==> config.mk <==
export PLATFORM = sky130hd
export DESIGN_NAME = uart_resp_fmt
export DESIGN_NICKNAME = d
export VERILOG_FILES = /design/src/rtl/uart_calc_pkg.sv /design/src/rtl/byte_fifo.sv /design/src/rtl/uart_resp_fmt.sv
export SDC_FILE = /design/constraint.sdc
export NUM_CORES = 1
export LEC_CHECK = 0
export CORE_ASPECT_RATIO = 1.25
export CORE_MARGIN = 2
export CORE_UTILIZATION = 30
export CTS_CLUSTER_DIAMETER = 200
export DETAILED_ROUTE_END_ITERATION = 12
export GPL_TIMING_DRIVEN = 0
export PLACE_DENSITY = 0.58
export RECOVER_POWER = 25
export SLEW_MARGIN = 0
export SYNTH_ARGS = -nofsm -noshare
export SYNTH_HDL_FRONTEND = slang
export SYNTH_SLANG_ARGS = --single-unit
==> constraint.sdc <==
create_clock -name clk -period 3.3 [get_ports clk]
set_clock_uncertainty 0.05 [all_clocks]
set_input_delay 0.495 -clock clk [delete_from_list [all_inputs] [get_ports clk]]
set_output_delay 0.495 -clock clk [all_outputs]
set_load 0.01 [all_outputs]
==> src/rtl/uart_calc_pkg.sv <==
// Shared constants, FSM state encoding and nibble-to-ASCII helper for the UART calculator response path.
// UART_RESP_CRLF_EN adds the TERM_CR state (CR LF terminator instead of LF only).
package uart_calc_pkg;

    localparam logic [7:0] ASCII_0  = 8'h30;
    localparam logic [7:0] ASCII_A  = 8'h41;
    localparam logic [7:0] ASCII_CR = 8'h0D;
    localparam logic [7:0] ASCII_LF = 8'h0A;

`ifdef UART_RESP_CRLF_EN
    typedef enum logic [1:0] {
        ST_IDLE    = 2'd0,
        ST_DIGIT   = 2'd1,
        ST_TERM_CR = 2'd2,
        ST_TERM_LF = 2'd3
    } fmt_state_e;
`else
    typedef enum logic [1:0] {
        ST_IDLE    = 2'd0,
        ST_DIGIT   = 2'd1,
        ST_TERM_LF = 2'd3
    } fmt_state_e;
`endif

    function automatic logic [7:0] hex_ascii(input logic [3:0] n);
        if (n < 4'd10) begin
            return ASCII_0 + {4'h0, n};
        end
        return ASCII_A + {4'h0, n} - 8'd10;
    endfunction

endpackage

==> src/rtl/byte_fifo.sv <==
// Show-ahead byte FIFO; a write and a pop in the same cycle leave the count unchanged, even when full.
module byte_fifo #(
    parameter int DEPTH = 16,
    parameter int WIDTH = 8
) (
    input  logic                     clk,
    input  logic                     n_rst,
    input  logic                     wr_en,
    input  logic [WIDTH-1:0]         wr_data,
    input  logic                     rd_en,
    output logic [WIDTH-1:0]         rd_data,
    output logic [$clog2(DEPTH):0]   cnt
);
    localparam int AW = $clog2(DEPTH);

    logic [WIDTH-1:0] mem_q [DEPTH];
    logic [AW-1:0]    wr_ptr_q, rd_ptr_q;
    logic [AW:0]      cnt_q, cnt_d;
    logic             do_wr, do_rd;

    assign do_rd = rd_en && (cnt_q != '0);
    assign do_wr = wr_en && ((cnt_q != (AW+1)'(DEPTH)) || do_rd);

    always_comb begin
        cnt_d = cnt_q;
        if (do_wr && !do_rd) begin
            cnt_d = cnt_q + (AW+1)'(1);
        end else if (!do_wr && do_rd) begin
            cnt_d = cnt_q - (AW+1)'(1);
        end
    end

    always_ff @(posedge clk or negedge n_rst) begin
        if (!n_rst) begin
            wr_ptr_q <= '0;
            rd_ptr_q <= '0;
            cnt_q    <= '0;
        end else begin
            if (do_wr) wr_ptr_q <= wr_ptr_q + AW'(1);
            if (do_rd) rd_ptr_q <= rd_ptr_q + AW'(1);
            cnt_q <= cnt_d;
        end
    end

    // Storage is not reset; the empty gate below keeps stale contents off rd_data.
    always_ff @(posedge clk) begin
        if (do_wr) mem_q[wr_ptr_q] <= wr_data;
    end

    assign rd_data = (cnt_q != '0) ? mem_q[rd_ptr_q] : '0;
    assign cnt     = cnt_q;

endmodule

==> src/rtl/uart_resp_fmt.sv <==
// Merges the RX echo stream and ALU results (as uppercase hex plus terminator) into one TX byte FIFO.
// UART_RESP_CRLF_EN selects a CR LF terminator; otherwise LF only.
module uart_resp_fmt
    import uart_calc_pkg::*;
#(
    parameter int RES_W       = 32,
    parameter int DEPTH       = 16,
    parameter int SUPPRESS_LZ = 1
) (
    input  logic                   clk,
    input  logic                   n_rst,
    input  logic [7:0]             echo_data,
    input  logic                   echo_valid,
    input  logic [RES_W-1:0]       res_data,
    input  logic                   res_valid,
    output logic [7:0]             tx_data,
    output logic                   tx_valid,
    input  logic                   tx_ready,
    output logic [$clog2(DEPTH):0] fifo_cnt,
    output logic                   busy,
    output logic                   echo_drop,
    output logic                   res_drop
);
    localparam int NDIG  = RES_W / 4;
    localparam int IDX_W = (NDIG > 1) ? $clog2(NDIG) : 1;
    localparam int CNT_W = $clog2(DEPTH) + 1;

    fmt_state_e       state_q, state_d;
    logic [RES_W-1:0] shift_q, shift_d;
    logic [IDX_W-1:0] idx_q, idx_d;
    logic             lz_q, lz_d;
    logic             echo_drop_q, res_drop_q;

    logic       pop, slot_ok, grant_ok, echo_wr, fmt_req, fmt_wr, wr_en;
    logic [7:0] fmt_byte, wr_data;
    logic [3:0] nib;

    assign pop      = tx_valid && tx_ready;
    assign slot_ok  = (fifo_cnt != CNT_W'(DEPTH)) || pop;
    assign grant_ok = slot_ok && !echo_valid;
    assign echo_wr  = echo_valid && slot_ok;
    assign fmt_wr   = fmt_req && grant_ok;
    assign wr_en    = echo_wr || fmt_wr;
    assign wr_data  = echo_valid ? echo_data : fmt_byte;
    assign nib      = shift_q[RES_W-1 -: 4];

    always_comb begin
        state_d  = state_q;
        shift_d  = shift_q;
        idx_d    = idx_q;
        lz_d     = lz_q;
        fmt_req  = 1'b0;
        fmt_byte = 8'h00;
        case (state_q)
            ST_IDLE: begin
                if (res_valid) begin
                    shift_d = res_data;
                    idx_d   = IDX_W'(NDIG - 1);
                    lz_d    = (SUPPRESS_LZ != 0);
                    state_d = ST_DIGIT;
                end
            end
            ST_DIGIT: begin
                // The last digit is never skipped so an all-zero result still prints "0".
                if (lz_q && (nib == 4'h0) && (idx_q != '0)) begin
                    shift_d = shift_q << 4;
                    idx_d   = idx_q - IDX_W'(1);
                end else begin
                    fmt_req  = 1'b1;
                    fmt_byte = hex_ascii(nib);
                    if (grant_ok) begin
                        lz_d    = 1'b0;
                        shift_d = shift_q << 4;
                        if (idx_q == '0) begin
`ifdef UART_RESP_CRLF_EN
                            state_d = ST_TERM_CR;
`else
                            state_d = ST_TERM_LF;
`endif
                        end else begin
                            idx_d = idx_q - IDX_W'(1);
                        end
                    end
                end
            end
`ifdef UART_RESP_CRLF_EN
            ST_TERM_CR: begin
                fmt_req  = 1'b1;
                fmt_byte = ASCII_CR;
                if (grant_ok) state_d = ST_TERM_LF;
            end
`endif
            ST_TERM_LF: begin
                fmt_req  = 1'b1;
                fmt_byte = ASCII_LF;
                if (grant_ok) state_d = ST_IDLE;
            end
            default: state_d = ST_IDLE;
        endcase
    end

    always_ff @(posedge clk or negedge n_rst) begin
        if (!n_rst) begin
            state_q     <= ST_IDLE;
            shift_q     <= '0;
            idx_q       <= '0;
            lz_q        <= 1'b0;
            echo_drop_q <= 1'b0;
            res_drop_q  <= 1'b0;
        end else begin
            state_q     <= state_d;
            shift_q     <= shift_d;
            idx_q       <= idx_d;
            lz_q        <= lz_d;
            echo_drop_q <= echo_valid && !slot_ok;
            res_drop_q  <= res_valid && (state_q != ST_IDLE);
        end
    end

    byte_fifo #(
        .DEPTH (DEPTH),
        .WIDTH (8)
    ) u_fifo (
        .clk     (clk),
        .n_rst   (n_rst),
        .wr_en   (wr_en),
        .wr_data (wr_data),
        .rd_en   (pop),
        .rd_data (tx_data),
        .cnt     (fifo_cnt)
    );

    assign tx_valid  = (fifo_cnt != '0);
    assign busy      = (state_q != ST_IDLE);
    assign echo_drop = echo_drop_q;
    assign res_drop  = res_drop_q;

endmodule

==> results of run 1 <==
cells in the mapped netlist, types with 3 or more instances:
master	count	area share, %
edfxtp_1	128	48
nand2_1	85	4.0
dfrtp_1	53	16
mux4_2	32	9.0
clkbuf_1	23	1.1
mux2i_1	23	2.9
mux2_4	20	3.7
inv_1	17	0.79
nand3_1	16	1.0
nor2_1	15	0.70
ha_1	14	2.2
o21ai_0	13	0.81
a21oi_1	10	0.62
o22ai_1	9	0.70
mux2_2	8	1.1
nor3_1	8	0.50
xnor2_1	7	0.76
buf_2	5	0.31
o31ai_1	5	0.47
nand2b_1	4	0.31
nor4b_1	4	0.44
xor2_1	4	0.44
and2_1	3	0.23
or2_2	3	0.23
cell type report:
| type | instances | area, sq um |
|---|---|---|
| plain buffers | 28 | 188 |
| clock buffers | 17 | 425 |
| clock inverters | 14 | 156 |
| fillers | 2500 | 16600 |
| inverters | 17 | 63.8 |
| multi-input cells | 308 | 2770 |
| flip-flops and latches | 181 | 5170 |
| well taps | 345 | 432 |
| repair buffers | 83 | 767 |
where the power goes:
group	internal [mW]	leakage [nW]	switching [mW]
Combinational	1.72	1.66	1.80
Sequential	3.12	1.85	0.294
Clock	1.07	0.280	0.931
cells by family after synthesis:
kind of cell             share of synthesized area (%)
flip-flops                                        64.3
multiplexers                                      16.7
buffers and inverters                             2.96
AO/OA/AOI/OAI                                     4.11
adder cells (fa/ha/maj)                           2.43
AND/OR/NAND/NOR                                   8.33
XOR/XNOR                                          1.20
registers in the layout (all words and copies together) (netlist names):
name and count:
u_fifo.mem_q 128, shift_q 32, u_fifo.cnt 5, u_fifo.rd_ptr_q 4, u_fifo.wr_ptr_q 4, idx_q 3, state_q 2, echo_drop 1
lz_q 1, res_drop 1
repair_timing:
item	in CTS	in global routing
endpoints found under the setup margin	28	7
gates resized for setup	22	4
hold endpoints to repair	16	0
buffers inserted	3	5
hold buffers	1	0
pin swaps	2	2
layer usage:
layer / wire length [um] / global-route usage [%] / share of wire [%] / vias to the layer above
met2: 9570 / 23.6 / 53 / 92
met4: 255 / 3.45 / 1.4 / 0
li1: - / - / - / 2199
met1: 7590 / 16.6 / 42 / 2364
met3: 686 / 2.98 / 3.8 / 13
met5: 0 / 0 / 0 / -
path summary, 6_finish.rpt:
| kind | startpoint | end | slack, ns | cells after the start |
|---|---|---|---|---|
| max | u_fifo.cnt[0] | tx_data[2] | 0.11 | 5 |
| min | shift_q[17] | shift_q[17] | 0.46 | 1 |
| max reg2reg | idx_q[0] | u_fifo.cnt[4] | 0.26 | 14 |
| min reg2reg | shift_q[17] | shift_q[17] | 0.46 | 1 |
| max in group asynchronous | n_rst | u_fifo.cnt[0] | 0.99 | 3 |
| min in group asynchronous | n_rst | shift_q[19] | 0.66 | 2 |
through the flow:
stage	cells	util, %	instance area (sq um)	hold WS (ns)	setup TNS, ns
2_1_floorplan	539	-	8050	0.149	0
3_3_place_gp	945	34.2	9090	0.442	-107.34
3_5_place_dp	958	34.9	9280	0.410	-36.95
4_1_cts	989	37.4	9950	0.464	0
5_1_grt	993	37.5	9980	0.474	0
6_report	993	37.5	9980	0.460	0
critical path, delay by kind of cell (launching register included):
kind,cells,cell delay [ns]
flip-flops,1,0.45
buffers and inverters,1,0.51
AND/OR/NAND/NOR,3,1.13
AO/OA/AOI/OAI,1,0.14
cells in the final DEF (no fill, tap or decap), types with 5 or more instances in the layout:
cell	instances
nor2_1	15
nand3_1	16
dfrtp_1	52
o21ai_0	12
clkbuf_1	19
clkbuf_2	5
mux2_2	8
o31ai_2	5
nor3_2	5
mux4_2	32
xnor2_1	7
clkbuf_16	17
inv_1	16
buf_6	7
a21oi_1	9
mux2i_1	23
inv_6	5
clkdlybuf4s50_1	52
nand2_1	84
dlygate4sd3_1	9
o22ai_1	9
mux2_4	20
buf_4	13
ha_1	13
edfxtp_1	128
==> flow_metrics.env, run 1 <==
export IMPL_remaining_drc_errors=0
export IMPL_dieArea_sq_um=28100
export IMPL_rsz0062_at_grt="no"
export IMPL_fin_ws_ns=0.108
export IMPL_h_tree_depth=4
export IMPL_grt_pass1_wl_mm=28.4
export IMPL_initial_core_util_pct=30.3
export IMPL_clk_pin_slew_ns=0.07
export IMPL_gr_total_overflow=0
export IMPL_syn_num_nets=599
export IMPL_track_usage_pct=13.4
export IMPL_maxSlewHeadroom_pct=26.5
export IMPL_cts_buffer_depth=2
export IMPL_powerDensity_nw_per_um2=896
export IMPL_worst_pin_slew_ns=1.10
export IMPL_die_h_um=187
export IMPL_area_growth_pct=24.1
export IMPL_cpMaxStageDelayCell="or4_4"
export IMPL_n_antenna_cell=0
export IMPL_fp_dieW_um=150
export IMPL_critPathMaxFanout=8
export IMPL_first_global_vias=4967
export IMPL_ant_nets=0
export IMPL_dp_hpwl_mm=12.7
export IMPL_ys_types=46
export IMPL_netlist_instances=539
export IMPL_cts_buffers=17
export IMPL_ios=62
export IMPL_hold_viol_final=0
export IMPL_netlist_area_sq_um=8040
export IMPL_yosysWarningCount=0
export IMPL_outcome="completed"
export IMPL_synth_top_flop_cell="edfxtp_1"
export IMPL_place_ws_ns=-0.782
export IMPL_power_mw=8.94
export IMPL_drt_wl_total_mm=18.1
export IMPL_holdCritPathClass="flop to flop"
export IMPL_crit_required_ns=2.75
export IMPL_min_period_ns=3.19
export IMPL_clkSinkCount=181
export IMPL_insertion_delay_ns=0.42
export IMPL_gp_congestion=0.771
export IMPL_vias=4668
export IMPL_root_buffer="clkbuf_16"
export IMPL_core_region_area_sq_um=26600
export IMPL_grt_max_degree=38
export IMPL_finalSetupViolCount=0
export IMPL_startpoint_type="flop"
export IMPL_drt_iter0_drc=261
export IMPL_avgSynthCellArea_sq_um=14.9
export IMPL_first_pass_iters=4
export IMPL_ys_seq_elements=181
export IMPL_endpoint_kind="output pin"
export IMPL_power_leakage_nw=3.79
export IMPL_max_freq_mhz=313
export IMPL_yosysSeqAreaShare_pct=64.3
export IMPL_peakVddDrop_v=0.000404
export IMPL_nets=696
export IMPL_portBuffers=61
export IMPL_finalCritPeriodShare_pct=96.7
export IMPL_drive_gt1_share_pct=23.3
export IMPL_crit_arrival_ns=2.65
export IMPL_cts_tree="built"
export IMPL_critPathKind="flop to output pin"
export IMPL_rows=67
export IMPL_synth_edff_count=128
export IMPL_slowest_delay_ns=0.60
export IMPL_antenna_found_initial=0
export IMPL_slew_violations=0
export IMPL_crit_chain="or4_4 > or2_2 > nand2b_2 > o22ai_1 > clkdlybuf4s50_1"
export IMPL_wire_per_inst_um=18.2
export IMPL_vias_per_cell=4.70
export IMPL_async_flop_share_pct=29.3
export IMPL_maxCapViolCount=0
No activity file was read; power rests on OpenSTA's default activity.
==> run 2, diff against run 1 <==
--- a/config.mk
+++ b/config.mk
@@ -5,6 +5,7 @@
 export SDC_FILE = /design/constraint.sdc
 export NUM_CORES = 1
 export LEC_CHECK = 0
+export ABC_AREA = 0
 export CORE_ASPECT_RATIO = 1.25
 export CORE_MARGIN = 2
 export CORE_UTILIZATION = 30
==> results of run 2 <==
No change in the layout: final DEF, timing and power equal those of run 1.
==> run 3, diff against run 2 <==
--- a/config.mk
+++ b/config.mk
@@ -12,7 +12,7 @@
 export CTS_CLUSTER_DIAMETER = 200
 export DETAILED_ROUTE_END_ITERATION = 12
 export GPL_TIMING_DRIVEN = 0
-export PLACE_DENSITY = 0.58
+export PLACE_DENSITY = 0.54
 export RECOVER_POWER = 25
 export SLEW_MARGIN = 0
 export SYNTH_ARGS = -nofsm -noshare
==> run 3 against run 2 <==
  * Register-to-register slack got worse by 0.04 ns
  * Non-clock buffer count is 5 lower
  * Die area is the same
  * Utilization hardly changed
  * Critical endpoint is now tx_data[6]
  * Via count increased by 1.1%
==> flow_metrics.env, run 3 (synthesis gave the netlist of run 1 again) <==
export IMPL_fp_dieW_um=150
export IMPL_crit_arrival_ns=2.66
export IMPL_finalSetupViolCount=0
export IMPL_vias_per_cell=4.77
export IMPL_remaining_drc_errors=0
export IMPL_maxCapViolCount=0
export IMPL_critPathKind="flop to output pin"
export IMPL_finalCritPeriodShare_pct=97.1
export IMPL_startpoint_type="flop"
export IMPL_initial_core_util_pct=30.3
export IMPL_hold_ws_ns=0.466
export IMPL_first_global_vias=4914
export IMPL_power_leakage_nw=3.77
export IMPL_clk_pin_slew_ns=0.08
export IMPL_maxSlewHeadroom_pct=14.9
export IMPL_largest_reg_flops=128
export IMPL_grt_pass1_wl_mm=28.0
export IMPL_area_growth_pct=24.2
export IMPL_max_freq_mhz=312
export IMPL_drive_gt1_share_pct=23.8
export IMPL_cts_buffers=17
export IMPL_power_mw=8.99
export IMPL_hold_viol_final=0
export IMPL_min_path_cells=1
export IMPL_gr_total_overflow=0
export IMPL_layout_common_cells="edfxtp_1, nand2_1, clkdlybuf4s50_1"
export IMPL_first_pass_iters=4
export IMPL_ant_nets=0
export IMPL_worst_pin_slew_ns=1.27
export IMPL_rows=67
export IMPL_drt_wl_total_mm=18.2
export IMPL_reg2reg_slack_ns=0.22
export IMPL_critPathMaxFanout=8
export IMPL_core_region_area_sq_um=26600
export IMPL_track_usage_pct=13.3
export IMPL_wire_per_inst_um=18.4
export IMPL_regMostFlops="u_fifo.mem_q"
export IMPL_insertion_delay_ns=0.43
export IMPL_r2r_cells=15
export IMPL_regToRegStartpoint="idx_q[0]"
export IMPL_crit_required_ns=2.75
export IMPL_vias=4718
export IMPL_slew_violations=0
export IMPL_min_delay_start="shift_q[17]"
export IMPL_dieArea_sq_um=28100
export IMPL_powerDensity_nw_per_um2=900
export IMPL_cts_buffer_depth=2
export IMPL_min_period_ns=3.20
export IMPL_antenna_found_initial=0
export IMPL_holdCritPathClass="flop to flop"
export IMPL_drt_iter0_drc=257
export IMPL_portBuffers=61
export IMPL_crit_path_start="u_fifo.cnt[0]"
export IMPL_die_h_um=187
export IMPL_cts_tree="built"
export IMPL_n_antenna_cell=0
export IMPL_final_common_cell="edfxtp_1"
export IMPL_clkSinkCount=181
export IMPL_rsz0062_at_grt="no"
export IMPL_ios=62
export IMPL_nets=691
export IMPL_grt_max_degree=37
export IMPL_dp_hpwl_mm=13.3
export IMPL_peakVddDrop_v=0.000425
export IMPL_root_buffer="clkbuf_16"
export IMPL_gp_congestion=0.791
export IMPL_outcome="completed"
export IMPL_h_tree_depth=4
export IMPL_endpoint_kind="output pin"
==> run 3: repair_timing <==
| item | 4_1_cts | 5_1_grt |
|---|---|---|
| buffers inserted | 3 | 1 |
| setup endpoints to repair | 28 | 5 |
| pin swaps | 2 | 4 |
| resized for setup | 21 | 8 |
| hold endpoints to repair | 17 | 0 |
| hold buffers | 1 | 0 |
| cloned | 0 | 0 |
==> run 3: report_power, final <==
part           switching (mW)  internal, mW
combinational            1.76          1.72
sequential              0.312          3.12
clock                    1.02          1.05
==> run 3: layer usage <==
layer	global-route usage (%)	routed length, um	vias to the layer above
met1	16.3	7520	2406
met3	2.44	682	19
met2	23.4	9590	104
met4	4.61	360	0
met5	0	0	-
li1	-	-	2189
==> run 3: path summary, 6_finish.rpt <==
check	end
max	tx_data[6]
min	shift_q[17]
max reg2reg	u_fifo.cnt[4]
min reg2reg	shift_q[17]
max in group asynchronous	u_fifo.rd_ptr_q[0]
min in group asynchronous	shift_q[17]
==> run 3: area by class of cell <==
cell class / count / area [sq um]
Buffer: 28 / 186
Sequential cell: 181 / 5170
Tap cell: 345 / 432
Clock buffer: 17 / 425
Multi-Input combinational cell: 308 / 2770
Clock inverter: 15 / 193
Fill cell: 2480 / 16600
Inverter: 17 / 63.8
Timing Repair Buffer: 78 / 739
==> run 3: critical path, stage by stage, from the launching register on <==
cell and delay, ns:
dfrtp_2 0.46, or4_4 0.60, or2_2 0.37, nand2_2 0.17
o22ai_1 0.12, clkdlybuf4s50_1 0.50
==> run 3: per-stage QoR <==
step | instances | instance area, sq um | setup TNS [ns] | utilization (%) | setup slack (ns)
floorplan | 539 | 8050 | 0 | - | 0.0331
global placement | 945 | 9090 | -86.49 | 34.2 | -1.08
detailed placement | 957 | 9270 | -32.93 | 34.9 | -0.832
CTS | 988 | 9970 | 0 | 37.5 | 0.00166
global route | 989 | 9980 | 0 | 37.6 | 0.00230
finish | 989 | 9980 | 0 | 37.6 | 0.0959
